**config.mk**
```make
export PLATFORM = sky130hd
export DESIGN_NAME = if_id_buffer
export DESIGN_NICKNAME = d
export VERILOG_FILES = /design/src/rtl/if_id_buffer.sv
export SDC_FILE = /design/constraint.sdc
export NUM_CORES = 1
export LEC_CHECK = 0
export CORE_ASPECT_RATIO = 1.4
export CORE_MARGIN = 2
export CORE_UTILIZATION = 35
export DETAILED_ROUTE_END_ITERATION = 6
export PLACE_DENSITY = 0.86
export RECOVER_POWER = 100
export SLEW_MARGIN = 40
export SYNTH_ARGS = -nofsm -noshare
export SYNTH_HDL_FRONTEND = slang
export SYNTH_SLANG_ARGS = --single-unit
```
**constraint.sdc**
```tcl
create_clock -name clk -period 1.23 [get_ports clk]
set_input_delay 0.246 -clock clk [delete_from_list [all_inputs] [get_ports clk]]
set_output_delay 0.246 -clock clk [all_outputs]
set_load 0.05 [all_outputs]
```
**src/rtl/if_id_buffer.sv**
```systemverilog
// if_id_buffer: fetch-to-decode pipeline buffer holding in-order {ir, pc} pairs.
// Latency: entry pushed at edge N is on out_* with out_valid in the cycle after N; 1 instr/cycle streaming.
// Backpressure: in_ready drops when full; IFID_SKID_EN gives a 2-entry queue with registered in_ready, else 1 entry with in_ready = empty | out_ready.
module if_id_buffer #(
  parameter int WIDTH = 16
) (
  input  logic             clk,
  input  logic             rst,
  input  logic [WIDTH-1:0] in_ir,
  input  logic [WIDTH-1:0] in_pc,
  input  logic             in_valid,
  output logic             in_ready,
  output logic             pcwrite,
  output logic [WIDTH-1:0] out_ir,
  output logic [WIDTH-1:0] out_pc,
  output logic             out_valid,
  input  logic             out_ready,
  input  logic             flush,
  output logic [1:0]       count
);

  logic w_in_ready;
  logic w_push;
  logic w_pop;

  // Fetch only advances its PC when the instruction is really taken; reset and flush veto it.
  assign w_push   = in_valid & w_in_ready & ~flush & rst;
  assign w_pop    = out_valid & out_ready & ~flush;
  assign pcwrite  = w_push;
  assign in_ready = w_in_ready;

`ifdef IFID_SKID_EN
  // Slot 0 is always the head; slot 1 is the skid entry behind it.
  logic [WIDTH-1:0] r_ir0;
  logic [WIDTH-1:0] r_pc0;
  logic [WIDTH-1:0] r_ir1;
  logic [WIDTH-1:0] r_pc1;
  logic [1:0]       r_count;
  logic             r_out_valid;
  logic             r_in_ready;
  logic [1:0]       w_count_nxt;
  logic             w_to_slot0;

  // Next occupancy: flush empties, push/pop together leave it unchanged.
  always_comb begin
    w_count_nxt = r_count;
    if (flush) begin
      w_count_nxt = 2'd0;
    end else if (w_push && !w_pop) begin
      w_count_nxt = r_count + 2'd1;
    end else if (!w_push && w_pop) begin
      w_count_nxt = r_count - 2'd1;
    end
  end

  // A new entry lands in the head slot if the queue is, or is about to become, empty.
  assign w_to_slot0 = (r_count == 2'd0) || ((r_count == 2'd1) && w_pop);

  // Queue storage, occupancy and the registered handshake flags.
  always_ff @(posedge clk) begin
    if (!rst) begin
      r_ir0       <= '0;
      r_pc0       <= '0;
      r_ir1       <= '0;
      r_pc1       <= '0;
      r_count     <= 2'd0;
      r_out_valid <= 1'b0;
      r_in_ready  <= 1'b1;
    end else begin
      r_count     <= w_count_nxt;
      r_out_valid <= (w_count_nxt != 2'd0);
      r_in_ready  <= (w_count_nxt < 2'd2);
      // Popping a full queue promotes the skid entry; the head otherwise holds its last value.
      if (w_pop && (r_count == 2'd2)) begin
        r_ir0 <= r_ir1;
        r_pc0 <= r_pc1;
      end
      if (w_push) begin
        if (w_to_slot0) begin
          r_ir0 <= in_ir;
          r_pc0 <= in_pc;
        end else begin
          r_ir1 <= in_ir;
          r_pc1 <= in_pc;
        end
      end
    end
  end

  assign w_in_ready = r_in_ready;
  assign out_ir     = r_ir0;
  assign out_pc     = r_pc0;
  assign out_valid  = r_out_valid;
  assign count      = r_count;

`else
  // Single pipeline register; a consuming decode frees the slot in the same cycle.
  logic [WIDTH-1:0] r_ir;
  logic [WIDTH-1:0] r_pc;
  logic             r_valid;

  assign w_in_ready = ~r_valid | out_ready;

  // Entry register: flush wins, then push (covers push+pop), then pop.
  always_ff @(posedge clk) begin
    if (!rst) begin
      r_ir    <= '0;
      r_pc    <= '0;
      r_valid <= 1'b0;
    end else begin
      if (flush) begin
        r_valid <= 1'b0;
      end else if (w_push) begin
        r_valid <= 1'b1;
      end else if (w_pop) begin
        r_valid <= 1'b0;
      end
      if (w_push) begin
        r_ir <= in_ir;
        r_pc <= in_pc;
      end
    end
  end

  assign out_ir    = r_ir;
  assign out_pc    = r_pc;
  assign out_valid = r_valid;
  assign count     = {1'b0, r_valid};
`endif

endmodule

```
Yosys cells after proc, flatten, opt, wreduce, memory -nomap -nowiden
Cells that the tools add are included.
{ "classes": {"shifts": 0, "reduce_logical": 2, "n_mul": 0, "bitwise_logic": 9, "eq_ne": 0, "n_lt_le_gt_ge": 0, "n_mux": 2, "div": 0, "addsub": 0} }
{ "ops": {"columns": ["op", "n"], "rows": [
  ["$and 1x1->1", 5],
  ["$not 1->1", 3],
  ["$mux 1", 2],
  ["$reduce_bool 2->1", 1],
  ["$reduce_or 2->1", 1],
  ["$or 1x1->1", 1]
]} }
{ "totals": {"ff_bits": 33, "word_cells": 16, "mem_bits_rw": 0, "latchBits": 0, "rom_bits": 0, "output_inout_bits": 37, "mem_count": 0} }

Longest topological paths before layout
Gate-level depths: netlist (run 1).
{ "depth": {"depth_word": 6, "depth_mapped": 7, "mapped_depth_nobuf": 3} }

Least setup slack after synthesis (run 1)
No wires, ideal clock.
{ "synth_timing": {"path_type": "flip-flop to flip-flop", "from": "reg r_valid, in the netlist out_valid", "to": "reg r_ir[0], in the netlist out_ir[0]", "n_path_buf": 2, "slack_ps": -561, "t_required_ps": 1163, "period_less_slack_ps": 1791, "arrival_time_ps": 1723, "stages_incl_launch_ff": 6, "setup_time_ps": 67, "cell_sequence": "dfxtp_1 -> nand2b_1 -> clkbuf_1 -> clkbuf_1 -> nand3_1 -> o21ai_2"} }
{ "synth_between": {"elab_chain_cells": 5} }
{ "synth_lines": {"columns": ["element", "line", "text"], "rows": [
  ["start, declared", "100", "logic r_valid;"],
  ["start signal, assigned", "109", "r_valid <= 1'b0;"],
  ["start signal, assigned", "112", "r_valid <= 1'b0;"],
  ["start signal, assigned", "114", "r_valid <= 1'b1;"],
  ["$not 1->1", "102", "assign w_in_ready = ~r_valid | out_ready;"],
  ["$or 1x1->1", "102", null],
  ["net in_ready", "12", "output logic in_ready,"],
  ["$and 1x1->1 (3 in a row)", "27", "assign w_push = in_valid & w_in_ready & ~flush & rst;"],
  ["end signal, assigned", "119", "r_ir <= in_ir;"],
  ["end, declared", "98", "logic [WIDTH-1:0] r_ir;"]
]} }
The timed path passes the listed nets, and every way through them passes these cells.
A chain may end at the register's enable or synchronous reset.

Final worst setup path (run 1)
{ "layout_timing": {"from": "reg r_valid, in the netlist out_valid", "to": "out pcwrite"} }
{ "layout_between": {"elab_chain_cells": 5} }
{ "layout_lines": {"columns": ["element", "line", "text"], "rows": [
  ["$not 1->1", "102", null],
  ["$or 1x1->1", "102", null],
  ["$and 1x1->1 (3 in a row)", "27", null],
  ["end, declared", "13", "output logic pcwrite,"]
]} }
No other way between the ends.

==> impl_metrics.tcl, run 1 <==
set metrics [dict create \
    status "complete, but fails checks" \
    violations "setup timing" \
    wire_per_inst_um 15.16 \
    total_leakage_power_nw 0.9028 \
    netlist_area_um2 1371 \
    htreeDepth 2 \
    ctsHoldBuffers 0 \
    std_cell_rows 26 \
    dpl.hpwl_mm 2.972 \
    pre_cts_ws_ps -316.8 \
    antenna_cells 0 \
    antenna_found_initial 0 \
    die_area_um2 4442 \
    crit_fanout 4 \
    rsz0062_at_grt "true" \
    fin_tns_setup_ps -43.98 \
    die_h_um 78.06 \
    io_pins 74 \
    drive_gt1_share_pct 33.19 \
    grt_max_degree 34 \
    end_kind "output pin" \
    numCtsBuffers 5 \
    fin_cells 271 \
    core-area_um2 3709 \
    nFillCells 344 \
    area_growth_pct 57.21 \
    required_ps 980 \
    synth_nets 190 \
    hp-class "in -> reg" \
    synth_seq_area_share_pct 48.18 \
    synth_warnings 0 \
    nets 265 \
    clk_latency_ps 290 \
    setup_violations 2 \
    fin_crit_ps 1263 \
    start_util_pct 36.98 \
    slew_viol_final 0 \
    viasPerCell 5.059 \
    finClkSkew_ps 7.409 \
    grt_overflow 0 \
    grt_pass1_wl_mm 6.941 \
    portBuffers 72 \
    synthesis.instances 153 \
    vias 1371 \
    clockRootBuffer "clkbuf_8" \
    crit_chain "nand2b_4 > and2_4 > buf_12" \
    grt_pass1_vias 1480 \
    critPathLaunchType "flop" \
    postSynthAreaPerCell_um2 8.963 \
    cp.arrival_ps 1020 \
    fmax_mhz 792.0 \
    grtUsageTotal_pct 20.47 \
    cts_sinks 33 \
    dp.cells 259 \
    drt_iter0_markers 17 \
    crit_type "reg -> out" \
    synth.distinct_cells 15 \
    ir_worst_vdd_mv 0.8769 \
    first_pass_iters 5 \
    final-hold-violation-count 0 \
    finalCritPeriodShare_pct 102.7 \
    clk_pin_slew_ps 70 \
    ys_seq_elements 33 \
    cts_tree "built" \
    wl_mm 4.109 \
    slowest_delay_ps 350 \
    place.gp.congestion 0.7001 \
    chipWidth_um 56.90 \
    detail-route-antenna-nets 0 \
    slowest_stage "dfxtp_4" \
    drcViolationCount 0 \
    clk_path_buf_depth 2 \
    power_density_nw_per_um2 1203 \
    fin_ws_ps -32.63 \
    drv_cap 0 \
]
## registers in the layout, indices dropped and copies added (netlist names)
register   cells
out_ir        16
out_pc        16
out_valid      1
## synth_stat cells (all sizes together)
| cell type | n | area share, % |
|---|---|---|
| nor2b | 1 | 0.46 |
| conb | 1 | 0.27 |
| nor3b | 1 | 0.55 |
| and2 | 1 | 0.64 |
| nand2 | 32 | 8.8 |
| nand3 | 32 | 12 |
| clkbuf | 9 | 2.5 |
| o21ai | 32 | 20 |
| and3b | 1 | 0.64 |
| dfxtp | 33 | 48 |
| buf | 9 | 6.3 |
| nand2b | 1 | 0.46 |
## worst paths after layout
| path | to | cells past startpoint | start | slack, ps |
|---|---|---|---|---|
| min | out_valid | 2 | flush | 220 |
| max | pcwrite | 3 | out_valid | -30 |
| min reg2reg | out_ir[12] | 2 | out_ir[12] | 460 |
| max reg2reg | out_pc[9] | 5 | out_valid | 30 |
## power by group
group          switching [mW]  total, mW  internal [mW]
combinational           0.363      0.609          0.246
clock                   0.423      0.821          0.398
sequential             0.0382       1.16           1.13
## final cells by class
| class | count | area [um2] | share of cell area (%) |
|---|---|---|---|
| clock inverters | 3 | 21.27 | 0.9867 |
| multi-input cells | 102 | 543.0 | 25.19 |
| repair buffers | 86 | 805.8 | 37.38 |
| clock buffers | 5 | 68.82 | 3.192 |
| flip-flops and latches | 33 | 664.4 | 30.82 |
| well taps | 42 | 52.55 | 2.438 |
## layout by cell type (no fill, tap or decap)
master,synthesis,final
nand2_1,32,32
nand3_1,32,32
clkdlybuf4s50_1,0,32
dfxtp_1,33,32
clkbuf_2,0,17
o21ai_1,3,15
o21ai_2,29,14
buf_12,0,11
buf_4,2,11
buf_2,0,10
clkbuf_8,0,5
o21ai_0,0,3
dlygate4sd2_1,0,3
clkinvlp_4,0,2
nand2b_4,0,1
and3b_2,0,1
and2_4,1,1
nor2b_1,1,1
nor3b_1,1,1
conb_1,1,1
inv_4,0,1
clkdlybuf4s15_1,0,1
dfxtp_4,0,1
buf_6,6,1
## stage by stage
stage                     power [mW]  util, %  cell area, um2  hold WS, ps
after floorplan                1.550        -            1389        312.3
after global placement         1.964    67.11            2489        472.4
after detailed placement       1.976    67.11            2489        489.6
after CTS                      2.795    70.28            2606        213.4
after global routing           2.713    58.13            2156        219.9
final                          2.594    58.13            2156        219.0
## repair_timing
action	in CTS	in global routing
setup buffers	3	1
cloned	0	0
pin swaps	1	0
resized for setup	7	0
endpoints found under the setup margin	7	2
## worst max-delay path, delay by kind of cell (launching register included)
kind                   cells  cell delay [ps]
buffers and inverters      1              130
DFF                        1              350
and+or+nand+nor            2              240
## cells by family after synthesis
kind of cell	count (synthesis)	share of synthesized area (%)
AO/OA/AOI/OAI	32	19.62
buffers and inverters	18	8.758
flip-flops	33	48.17
other	1	0.2735
AND/OR/NAND/NOR	69	23.18
## routing by layer
| metal | part of all wire (%) | track usage [%] | vias to the layer above |
|---|---|---|---|
| li1 | - | - | 661 |
| met1 | 34 | 19.96 | 633 |
| met2 | 54 | 36.32 | 60 |
| met3 | 7.7 | 8.402 | 17 |
| met4 | 3.9 | 10.23 | 0 |
| met5 | 0 | 0 | - |
(Power assumes the default switching activity.)
==> run 2: changes to the inputs <==
--- a/config.mk
+++ b/config.mk
@@ -7,9 +7,10 @@
 export LEC_CHECK = 0
 export CORE_ASPECT_RATIO = 1.4
 export CORE_MARGIN = 2
-export CORE_UTILIZATION = 35
+export CORE_UTILIZATION = 43
+export CTS_BUF_LIST = sky130_fd_sc_hd__clkbuf_8
 export DETAILED_ROUTE_END_ITERATION = 6
-export PLACE_DENSITY = 0.86
+export PLACE_DENSITY = 0.95
 export RECOVER_POWER = 100
 export SLEW_MARGIN = 40
 export SYNTH_ARGS = -nofsm -noshare
==> constraint.sdc (replaced) <==
create_clock -name clk -period 1.59 [get_ports clk]
set_input_delay 0.318 -clock clk [delete_from_list [all_inputs] [get_ports clk]]
set_output_delay 0.318 -clock clk [all_outputs]
set_load 0.05 [all_outputs]
==> impl_metrics.tcl, run 2 (same netlist as run 1, synthesis figures left out) <==
set metrics [dict create \
    crit_fanout 3 \
    switching_share_pct 29.51 \
    status "finished clean" \
    rsz0062_at_grt "false" \
    drv_cap 0 \
    fin_tns_setup_ps 0 \
    setup_violations 0 \
    worstHoldStart "flush" \
    reg2reg_from "out_valid" \
    grt_pass1_wl_mm 5.851 \
    timing.slew.headroom_pct 59.40 \
    die_area_um2 3663 \
    first_pass_iters 4 \
    critPathLaunchType "input pin" \
    io_pins 74 \
    wl_mm 3.506 \
    finClkSkew_ps 2.982 \
    area_growth_pct 37.96 \
    nFillCells 324 \
    cts_sinks 33 \
    clk_pin_slew_ps 60 \
    fmax_mhz 655.7 \
    worst_pin_slew_ps 611.6 \
    reg2reg_slack_ps 400 \
    htreeDepth 2 \
    required_ps 1270 \
    multi_input_area_um2 504.2 \
    drt_iter0_markers 41 \
    clockRootBuffer "clkbuf_8" \
    dpl.hpwl_mm 2.409 \
    p_comb_share_pct 20.1 \
    portBuffers 72 \
    antenna_cells 0 \
    nets 259 \
    core-area_um2 3093 \
    ir_worst_vdd_mv 0.6749 \
    start_util_pct 44.34 \
    grt_max_degree 34 \
    clk_path_buf_depth 2 \
    grtUsageTotal_pct 20.81 \
    ctsHoldBuffers 0 \
    vias 1342 \
    fin_crit_ps 1525 \
    post-route-util_pct 61.17 \
    p_int_mw 1.396 \
    cp.arrival_ps 1210 \
    numCtsBuffers 5 \
    power_density_nw_per_um2 1047 \
    slew_viol_final 0 \
    detail-route-antenna-nets 0 \
    crit_type "in -> out" \
    clock_power_share_pct 34.6 \
    total_leakage_power_nw 0.7312 \
    p_total_mw 1.981 \
    wire_per_inst_um 13.38 \
    drive_gt1_share_pct 16.14 \
    std_cell_rows 24 \
    final_cell_mix "clkdlybuf4s50_1 (33), nand2_1 (32), nand3_1 (32), dfxtp_1 (32), o21ai_0 (28)" \
    drcViolationCount 0 \
    hp-class "in -> reg" \
    grt_overflow 0 \
    cts_tree "built" \
    cp-startpoint "out_ready" \
    clk_latency_ps 280 \
    die_h_um 70.82 \
    finalCritPeriodShare_pct 95.92 \
    grt_pass1_vias 1332 \
    fin_ws_ps 64.90 \
    seqCellArea_um2 661.9 \
    chipWidth_um 51.73 \
    p_switching_uw 584.5 \
    place.gp.congestion 0.7338 \
    viasPerCell 5.122 \
    final_common_cell "clkdlybuf4s50_1" \
    end_kind "output pin" \
    antenna_found_initial 0 \
    pre_cts_ws_ps -53.10 \
    pwr-share-seq_pct 45.3 \
    final-hold-violation-count 0 \
]
## run 2: changes by cell type in the layout (fill, tap and decap cells not counted), sizes merged
| cell | previous run | this run |
|---|---|---|
| buf | 33 | 8 |
| clkbuf | 22 | 43 |
| clkdlybuf4s15 | 1 | 0 |
| clkdlybuf4s50 | 32 | 33 |
| clkinv | 0 | 1 |
| clkinvlp | 2 | 0 |
| inv | 1 | 0 |
## run 2: stage by stage
stage / cell area [um2] / instances / hold slack [ps]
2_1_floorplan: 1374 / 153 / 386.7
3_3_place_gp: 2022 / 253 / 436.5
3_5_place_dp: 2022 / 253 / 447.3
4_1_cts: 2127 / 262 / 343.5
5_1_grt: 1892 / 262 / 369.8
6_report: 1892 / 262 / 364.1
## run 2: timing repair
action | in CTS | in global routing
pin swaps | 1 | 0
setup endpoints to repair | 1 | 1
setup buffers | 1 | 0
gates cloned | 0 | 0
hold endpoints to repair | 0 | 0
resized for setup | 3 | 1
## run 2: power groups by stage
stage                     Clock [mW]  Sequential [mW]  Combinational (mW)
after floorplan                    0             1.07               0.127
after global placement             0            0.914               0.461
after detailed placement           0            0.915               0.467
after CTS                      0.697            0.898               0.467
after global routing           0.739            0.902               0.421
final                          0.686            0.897               0.398
## run 2: worst max-delay path: stages
cell,delay (ps)
clkdlybuf4s50_1,460
nand2b_4,120
buf_4,110
buf_4,190
## run 2: final cells by class
type | instances | share of cell area [%]
repair buffers | 80 | 30.42
well taps | 39 | 2.579
clock inverters | 1 | 0.2646
multi-input cells | 102 | 26.65
clock buffers | 7 | 5.093
flip-flops and latches | 33 | 34.99
## run 2: metal layers
metal  track usage [%]  wire length (um)  up-vias  share of wire [%]
li1                  -                 -      647                  -
met5                 0                 0        -                  0
met4             9.064                78        0                2.2
met2             36.47              1838       55                 52
met3             5.274               229       10                6.5
met1             23.18              1358      630                 39
## run 2: path summary, 6_finish.rpt
path / end / cells after the start
worst max-delay path: in_ready / 4
worst min-delay path: out_valid / 2
worst max register to register: out_ir[3] / 5
worst min register to register: out_ir[9] / 2
